## config.mk

```make
export PLATFORM = sky130hd
export DESIGN_NAME = wb_sink_flat
export DESIGN_NICKNAME = d
export VERILOG_FILES = /design/src/rtl/wb_sink_if.sv /design/src/rtl/wb_sink.sv /design/src/flat_wrapper.sv
export SDC_FILE = /design/constraint.sdc
export NUM_CORES = 1
export LEC_CHECK = 0
export CAP_MARGIN = 20
export CORE_UTILIZATION = 45
export DETAILED_ROUTE_END_ITERATION = 10
export HOLD_SLACK_MARGIN = 0.12
export PLACE_DENSITY = 0.64
export SYNTH_ARGS = -nofsm -noshare
export SYNTH_HDL_FRONTEND = slang
export SYNTH_SLANG_ARGS = --single-unit
```

## constraint.sdc

```tcl
create_clock -name clk -period 3.5 [get_ports clk]
set_input_delay 0.875 -clock clk [delete_from_list [all_inputs] [get_ports clk]]
set_output_delay 0.875 -clock clk [all_outputs]
set_load 0.01 [all_outputs]
```

## src/rtl/wb_sink_if.sv

```systemverilog
// Writeback-sink bus: core writeback strobe/data plus the valid/ready consumer side and status.
// Optional timestamp signal `ots` exists only when WB_SINK_TS_EN is defined.
interface wb_sink_if #(
    parameter int unsigned WIDTH = 15,
    parameter int unsigned DLOG  = 3,
    parameter int unsigned CW    = 7
);
    logic             we;
    logic [WIDTH:0]   rwd;
    logic             ov;
    logic [WIDTH:0]   od;
    logic             rdy;
    logic [DLOG:0]    cnt;
    logic [CW:0]      drop;
    logic             ovf;
`ifdef WB_SINK_TS_EN
    logic [15:0]      ots;
`endif

    // Core and consumer side.
    modport master (
        output we, rwd, rdy,
        input  ov, od, cnt, drop, ovf
`ifdef WB_SINK_TS_EN
        , input ots
`endif
    );

    // Sink side.
    modport slave (
        input  we, rwd, rdy,
        output ov, od, cnt, drop, ovf
`ifdef WB_SINK_TS_EN
        , output ots
`endif
    );
endinterface

```

## src/rtl/wb_sink.sv

```systemverilog
// Writeback sink: buffers every core writeback in a 2**DLOG FIFO, drains it over valid/ready,
// and counts words dropped at full. WB_SINK_TS_EN adds a 16-bit push timestamp per entry.
module wb_sink #(
    parameter int unsigned WIDTH = 15,
    parameter int unsigned DLOG  = 3,
    parameter int unsigned CW    = 7
) (
    input  logic       clk,
    input  logic       rst,
    wb_sink_if.slave   bus
);
    localparam int unsigned DW    = WIDTH + 1;
`ifdef WB_SINK_TS_EN
    localparam int unsigned TW    = 16;
`else
    localparam int unsigned TW    = 0;
`endif
    localparam int unsigned EW    = DW + TW;
    localparam int unsigned DEPTH = 32'd1 << DLOG;
    localparam int unsigned NW    = DLOG + 1;
    localparam int unsigned KW    = CW + 1;

    logic [EW-1:0]   mem [DEPTH];
    logic [DLOG-1:0] wp_q, wp_nx;
    logic [DLOG-1:0] rp_q, rp_nx;
    logic [DLOG:0]   cnt_q, cnt_nx;
    logic            ov_q, ov_nx;
    logic [CW:0]     drop_q, drop_nx;
    logic            ovf_q, ovf_nx;

    logic            full_c;
    logic            pop_c;
    logic            push_c;
    logic            lost_c;
    logic [EW-1:0]   wdat_c;
    logic [EW-1:0]   head_c;

`ifdef WB_SINK_TS_EN
    logic [15:0]     tsc_q;

    // Free-running cycle counter used to stamp each accepted word.
    always_ff @(posedge clk or negedge rst) begin
        if (!rst) begin
            tsc_q <= 16'd0;
        end else begin
            tsc_q <= tsc_q + 16'd1;
        end
    end

    assign wdat_c = {tsc_q, bus.rwd};
`else
    assign wdat_c = bus.rwd;
`endif

    // Next-state: full/empty come from cnt, so a push into a full FIFO is allowed only alongside a pop.
    always_comb begin
        wp_nx   = wp_q;
        rp_nx   = rp_q;
        cnt_nx  = cnt_q;
        drop_nx = drop_q;
        ovf_nx  = ovf_q;

        full_c  = (cnt_q == NW'(DEPTH));
        pop_c   = ov_q & bus.rdy;
        push_c  = bus.we & (~full_c | pop_c);
        lost_c  = bus.we & full_c & ~pop_c;

        if (push_c) begin
            wp_nx = wp_q + DLOG'(1);
        end
        if (pop_c) begin
            rp_nx = rp_q + DLOG'(1);
        end
        cnt_nx = cnt_q + NW'(push_c) - NW'(pop_c);

        if (lost_c) begin
            ovf_nx = 1'b1;
            if (drop_q != '1) begin
                drop_nx = drop_q + KW'(1);
            end
        end

        ov_nx = (cnt_nx != '0);
    end

    always_ff @(posedge clk or negedge rst) begin
        if (!rst) begin
            wp_q   <= '0;
            rp_q   <= '0;
            cnt_q  <= '0;
            ov_q   <= 1'b0;
            drop_q <= '0;
            ovf_q  <= 1'b0;
        end else begin
            wp_q   <= wp_nx;
            rp_q   <= rp_nx;
            cnt_q  <= cnt_nx;
            ov_q   <= ov_nx;
            drop_q <= drop_nx;
            ovf_q  <= ovf_nx;
        end
    end

    // Storage has no reset; entries are only observed once ov says they are valid.
    always_ff @(posedge clk) begin
        if (push_c) begin
            mem[wp_q] <= wdat_c;
        end
    end

    assign head_c   = mem[rp_q];

    assign bus.ov   = ov_q;
    assign bus.od   = ov_q ? head_c[DW-1:0] : '0;
    assign bus.cnt  = cnt_q;
    assign bus.drop = drop_q;
    assign bus.ovf  = ovf_q;
`ifdef WB_SINK_TS_EN
    assign bus.ots  = ov_q ? head_c[EW-1:DW] : 16'd0;
`endif
endmodule

```

## src/flat_wrapper.sv

```systemverilog
// flat-port wrapper written by rule: the top's interface ports become plain ports
module wb_sink_flat 
#(
    parameter int unsigned WIDTH = 15,
    parameter int unsigned DLOG  = 3,
    parameter int unsigned CW    = 7
)
  (clk, rst, bus_we, bus_rwd, bus_rdy, bus_ov, bus_od, bus_cnt, bus_drop, bus_ovf);
  wb_sink_if #(.WIDTH(WIDTH), .DLOG(DLOG), .CW(CW)) bus_i ();
  input  logic clk;
  input  logic rst;
  input wire logic [$bits(bus_i.we)-1:0] bus_we;
  input wire logic [$bits(bus_i.rwd)-1:0] bus_rwd;
  input wire logic [$bits(bus_i.rdy)-1:0] bus_rdy;
  output wire logic [$bits(bus_i.ov)-1:0] bus_ov;
  output wire logic [$bits(bus_i.od)-1:0] bus_od;
  output wire logic [$bits(bus_i.cnt)-1:0] bus_cnt;
  output wire logic [$bits(bus_i.drop)-1:0] bus_drop;
  output wire logic [$bits(bus_i.ovf)-1:0] bus_ovf;
  assign bus_i.we = bus_we;
  assign bus_i.rwd = bus_rwd;
  assign bus_i.rdy = bus_rdy;
  assign bus_ov = bus_i.ov;
  assign bus_od = bus_i.od;
  assign bus_cnt = bus_i.cnt;
  assign bus_drop = bus_i.drop;
  assign bus_ovf = bus_i.ovf;
  wb_sink #(.WIDTH(WIDTH), .DLOG(DLOG), .CW(CW)) u_core (.clk(clk), .rst(rst), .bus(bus_i));
endmodule
```

## After elaboration in Yosys (flattened, before gate mapping)

Memories as Yosys holds them, arrays and structs flattened.
Cells that the tools add are included.

| storage, ports and cells | value |
|---|---|
| flip-flop bits (word level) | 20 |
| output and inout bits | 30 |
| logic and storage cells | 26 |
| memory bits (writable) | 128 |
| bits of input ports | 20 |
| memories kept | 1 |

| cells by class | value |
|---|---|
| equal/unequal tests | 2 |
| bitwise operators | 7 |
| multiplexer cells | 3 |
| reduce and logical (&&, ||, !) cells | 2 |
| $add $sub $neg | 5 |

Memories:

| memory | depth | width | read ports | clocked after memory_dff | wr ports | line | RTL |
|---|---|---|---|---|---|---|---|
| u_core.mem | 8 | 16 | 1 | 0 | 1 | wb_sink.sv:23 | `logic [EW-1:0] mem [DEPTH];` |

Operator list:

| operator | number |
|---|---|
| two-way mux 16 bit | 1 |
| adder 8 x 1 -> 8 bit (second input constant) | 1 |
| inequality test 8 bit (second input constant) | 1 |
| adder 3 x 1 -> 3 bit (second input constant) | 2 |
| adder 4 x 1 -> 4 bit | 1 |
| bitwise AND 1 bit | 4 |
| equality test 4 bit (second input constant) | 1 |
| nonzero test 4 bit | 1 |
| subtractor 4 x 1 -> 4 bit | 1 |
| two-way mux 1 bit | 2 |
| NOT 1 bit | 2 |
| AND reduction 2 bit | 1 |
| OR 1 bit | 1 |

## Longest topological paths before layout

| logic depth | value |
|---|---|
| word-level depth | 7 |
| depth in mapped cells | 10 |
| depth with buffers taken out | 10 |

## Worst setup path before layout

OpenSTA, ideal clock, no wires.

| path | value |
|---|---|
| path kind | input to register |
| start point | in bus_rdy |
| end point | mem u_core.mem[0][0] (netlist name), enable pin |
| path buffers | 0 |
| slack | 0.335 ns |
| arrival time | 2.735 ns |
| stages on the path | 4 |
| setup time | 0.430 ns |
| required time | 3.070 ns |
| cells stage by stage | nand2_1 -> nand3_1 -> nand2_1 -> nor4_1 |

| between the ends | value |
|---|---|
| word-level cells in the longest chain between the ends | 5 |

RTL lines:

| element | line | RTL |
|---|---|---|
| start: declaration | flat_wrapper.sv:14 | `input wire logic [$bits(bus_i.rdy)-1:0] bus_rdy;` |
| bitwise AND 1 bit | wb_sink.sv:64 | `pop_c = ov_q & bus.rdy;` |
| OR 1 bit | wb_sink.sv:65 | `push_c = bus.we & (~full_c \| pop_c);` |
| bitwise AND 1 bit | wb_sink.sv:65 |  |
| two-way mux 1 bit | wb_sink.sv:106 | `if (push_c) begin` |
| two-way mux 1 bit (not written as such) | wb_sink.sv:107 | `mem[wp_q] <= wdat_c;` |
| end: declaration | wb_sink.sv:23 |  |

No other way between the ends.

## Worst setup path after layout

| path | value |
|---|---|
| start point | reg u_core.rp_q[0] |
| end point | out bus_od[14] |

| between the ends | value |
|---|---|
| word-level cells in the longest chain between the ends | 2 |

RTL lines:

| element | line | RTL |
|---|---|---|
| start: declaration | wb_sink.sv:25 | `logic [DLOG-1:0] rp_q, rp_nx;` |
| start signal: assignment | wb_sink.sv:96 | `rp_q <= rp_nx;` |
| memory read (8 x 16 bit) | -- |  |
| two-way mux 16 bit | wb_sink.sv:114 | `assign bus.od = ov_q ? head_c[DW-1:0] : '0;` |
| end: declaration | flat_wrapper.sv:16 | `output wire logic [$bits(bus_i.od)-1:0] bus_od;` |

No other way between the ends.

==> impl_metrics.json <==
{
  "die_y_um": 117,
  "synthTopCellsByArea": "edfxtp_1, mux4_2, dfrtp_1",
  "die-area_sq_mm": 0.0136,
  "yosysMostFrequentCell": "edfxtp_1",
  "ant_nets": 0,
  "drcViolationCount": 0,
  "status": "finished, final reports clean",
  "fin_skew_ns": 0.00505,
  "use_met3_pct": 4.79,
  "synth_top_cell_area_share_pct": 64.8,
  "grt_overflow_total": 0,
  "cts_tree": "built",
  "ctsResizeCount": 0,
  "post-place-cells": 529,
  "cts.sink_count": 148,
  "drt-vias-per-instance": 5.20,
  "fin_setup_tns_ns": 0,
  "clkLatencyLatePin_ns": 0.41,
  "synth_xor_area_share_pct": 1.48,
  "stdcell_count": 562,
  "max-cap-violations": 0,
  "gr-max-usage-layer": "met2",
  "ctsHoldBuffers": 0,
  "rows": 41,
  "synth_top_family_by_area": "multiplexers",
  "cts_buffers": 17,
  "post_synth.cell_area_avg_sq_um": 19.8,
  "cp_data_required_time_ns": 2.62,
  "synthAdderAreaFrac_pct": 2.02,
  "hpwl_mm": 6.78,
  "powerDensity_mw_per_mm2": 865,
  "antenna_found_initial": 0,
  "period_share_pct": 96.4,
  "fmax_mhz": 296,
  "synth_seq_area_share_pct": 73.2,
  "irDropWorstVdd_uv": 473,
  "slew_headroom_pct": 40.0,
  "setup_viol": 0,
  "start_kind": "flop",
  "wl_per_cell_um": 19.8,
  "ys.flop_type": "edfxtp_1",
  "ctsLongestPathBuffers": 2,
  "synth_simple_gate_area_share_pct": 4.22,
  "drtPass1Iterations": 4,
  "die_w_um": 117,
  "end_kind": "output pin",
  "async_flop_share_pct": 13.5,
  "hold_viol": 0,
  "report.final.slew_viol_count": 0,
  "ys_warn_count": 0,
  "combPwrFrac_pct": 31.6,
  "worstSetupPathType": "flop to output pin",
  "syn_to_final_growth_pct": 25.2,
  "crit_fanout": 14,
  "grtUsageMet2_pct": 28.8,
  "clk_pin_slew_ns": 0.06,
  "syn-cell-area_sq_mm": 0.00593,
  "grt_max_degree": 30,
  "period_needed_ns": 3.38,
  "portBuffers": 49,
  "synth_fp_nets": 329,
  "grt_util_met1_pct": 24.2,
  "clock-root-buffer": "clkbuf_16",
  "post_cts_buffers": 0,
  "initial_core_util_pct": 46.6,
  "arrival_ns": 2.50,
  "rsz0062_at_grt": "no",
  "num_antenna_cells": 0,
  "seq_power_share_pct": 37.6,
  "place.gp.congestion": 0.780,
  "switching_power_mw": 1.76,
  "cts_htree_levels": 4,
  "clkPwrFrac_pct": 30.8,
  "final_nets": 406,
  "totalWireLength_mm": 11.1,
  "power_mw": 6.43,
  "drtIter0Drc": 197,
  "synth_mux_area_share_pct": 16.1,
  "switching_share_pct": 27.4,
  "grt_usage_pct": 18.3,
  "ys_ff_latch": 148,
  "drive_gt1_share_pct": 22.1,
  "synth_compound_area_share_pct": 0.548,
  "num_vias": 2924,
  "grt_pass1_vias": 3023,
  "synthTopCellsByCount": "edfxtp_1, mux4_2, nor2_1",
  "grt_pass1_wl_mm": 17.2,
  "p_leak_nw": 2.64,
  "worst_pin_slew_ns": 0.897,
  "syn_inst": 300,
  "num_io_pins": 50,
  "synth_edf_count": 128,
  "holdCritPathClass": "flop to flop",
  "ys_types": 30,
  "core_sq_mm": 0.0127,
  "whs_ns": 0.474,
  "p_int_mw": 4.66,
  "synth_area_leader_cell": "edfxtp_1"
}
## cells by family after synthesis
family,after synthesis
and+or+nand+nor,53
xor gates and xnor gates,10
buffers and inverters,23
AOI/OAI and AO/OA,3
DFF,148
adders and majority gates,9
muxes,54
## registers in the layout, indices dropped and copies added, names as in the netlist
register	cells
u_core.bus.cnt	4
u_core.bus.drop	8
u_core.bus.ov	1
u_core.bus.ovf	1
u_core.mem	128
u_core.rp_q	3
u_core.wp_q	3
## area by class of cell
| type | count | area [sq um] |
|---|---|---|
| Clock buffer | 19 | 433 |
| Inverter | 12 | 45.0 |
| Multi-Input combinational cell | 129 | 1470 |
| Timing Repair Buffer | 69 | 708 |
| Tap cell | 172 | 215 |
| Sequential cell | 148 | 4350 |
| Clock inverter | 13 | 211 |
| Fill cell | 995 | 5290 |
## metrics by stage
stage / utilization [%] / setup WS (ns) / area, sq um
2_1_floorplan: - / 0.335 / 5930
3_3_place_gp: 53.1 / 0.353 / 6760
3_5_place_dp: 53.1 / 0.277 / 6760
4_1_cts: 58.2 / 0.0337 / 7400
5_1_grt: 58.4 / 0.00110 / 7430
6_report: 58.4 / 0.124 / 7430
## power groups by stage
stage | combinational [mW] | sequential [mW] | clock [mW]
4_1_cts | 2.05 | 2.41 | 2.01
2_1_floorplan | 1.29 | 2.39 | 0
5_1_grt | 2.24 | 2.45 | 2.08
6_report | 2.03 | 2.41 | 1.98
3_3_place_gp | 2.01 | 2.43 | 0
3_5_place_dp | 2.05 | 2.44 | 0
## path summary, 6_finish.rpt
kind / startpoint / slack [ns] / cells past startpoint / end
max: u_core.rp_q[0] / 0.12 / 5 / bus_od[14]
min: u_core.bus.ovf / 0.47 / 1 / u_core.bus.ovf
max reg2reg: u_core.bus.cnt[2] / 1.13 / 10 / u_core.bus.ov
min reg2reg: u_core.bus.ovf / 0.47 / 1 / u_core.bus.ovf
max in group asynchronous: rst / 1.92 / 1 / u_core.rp_q[0]
min in group asynchronous: rst / 0.97 / 1 / u_core.bus.drop[5]
## layout by cell type (no fill, tap or decap)
| master | n |
|---|---|
| or4_1 | 1 |
| nand4_1 | 3 |
| ha_1 | 8 |
| nor3_2 | 4 |
| nor2_1 | 23 |
| clkinvlp_4 | 1 |
| edfxtp_1 | 128 |
| and3_1 | 2 |
| clkbuf_16 | 18 |
| xor2_1 | 2 |
| nand2b_1 | 4 |
| clkbuf_1 | 2 |
| nor3_1 | 1 |
| buf_4 | 15 |
| mux2_2 | 4 |
| nand4bb_1 | 1 |
| dfrtp_2 | 1 |
| nand2_1 | 9 |
| mux4_2 | 30 |
| mux2i_1 | 18 |
| xnor2_1 | 8 |
| a211oi_4 | 1 |
| a21oi_1 | 1 |
| mux4_1 | 2 |
| nand3_1 | 3 |
| dfrtp_1 | 19 |
| nor4_2 | 1 |
| buf_12 | 4 |
| inv_1 | 12 |
| clkinv_2 | 1 |
| and4_1 | 1 |
| a21o_1 | 1 |
| fa_1 | 1 |
| bufinv_16 | 6 |
| clkdlybuf4s50_1 | 49 |
| clkinv_1 | 5 |
## layer usage
metal	share of wire, %	vias to the layer above
li1	-	1338
met1	45	1517
met2	49	58
met3	4.0	11
met4	1.5	0
met5	0	-
## critical path, stage by stage (launching register included)
cell and delay, ns:
dfrtp_2 0.56, clkbuf_16 0.28, mux4_2 0.50, mux2i_1 0.16, nor2_1 0.07, clkdlybuf4s50_1 0.52
No activity file was read; power rests on OpenSTA's default activity.
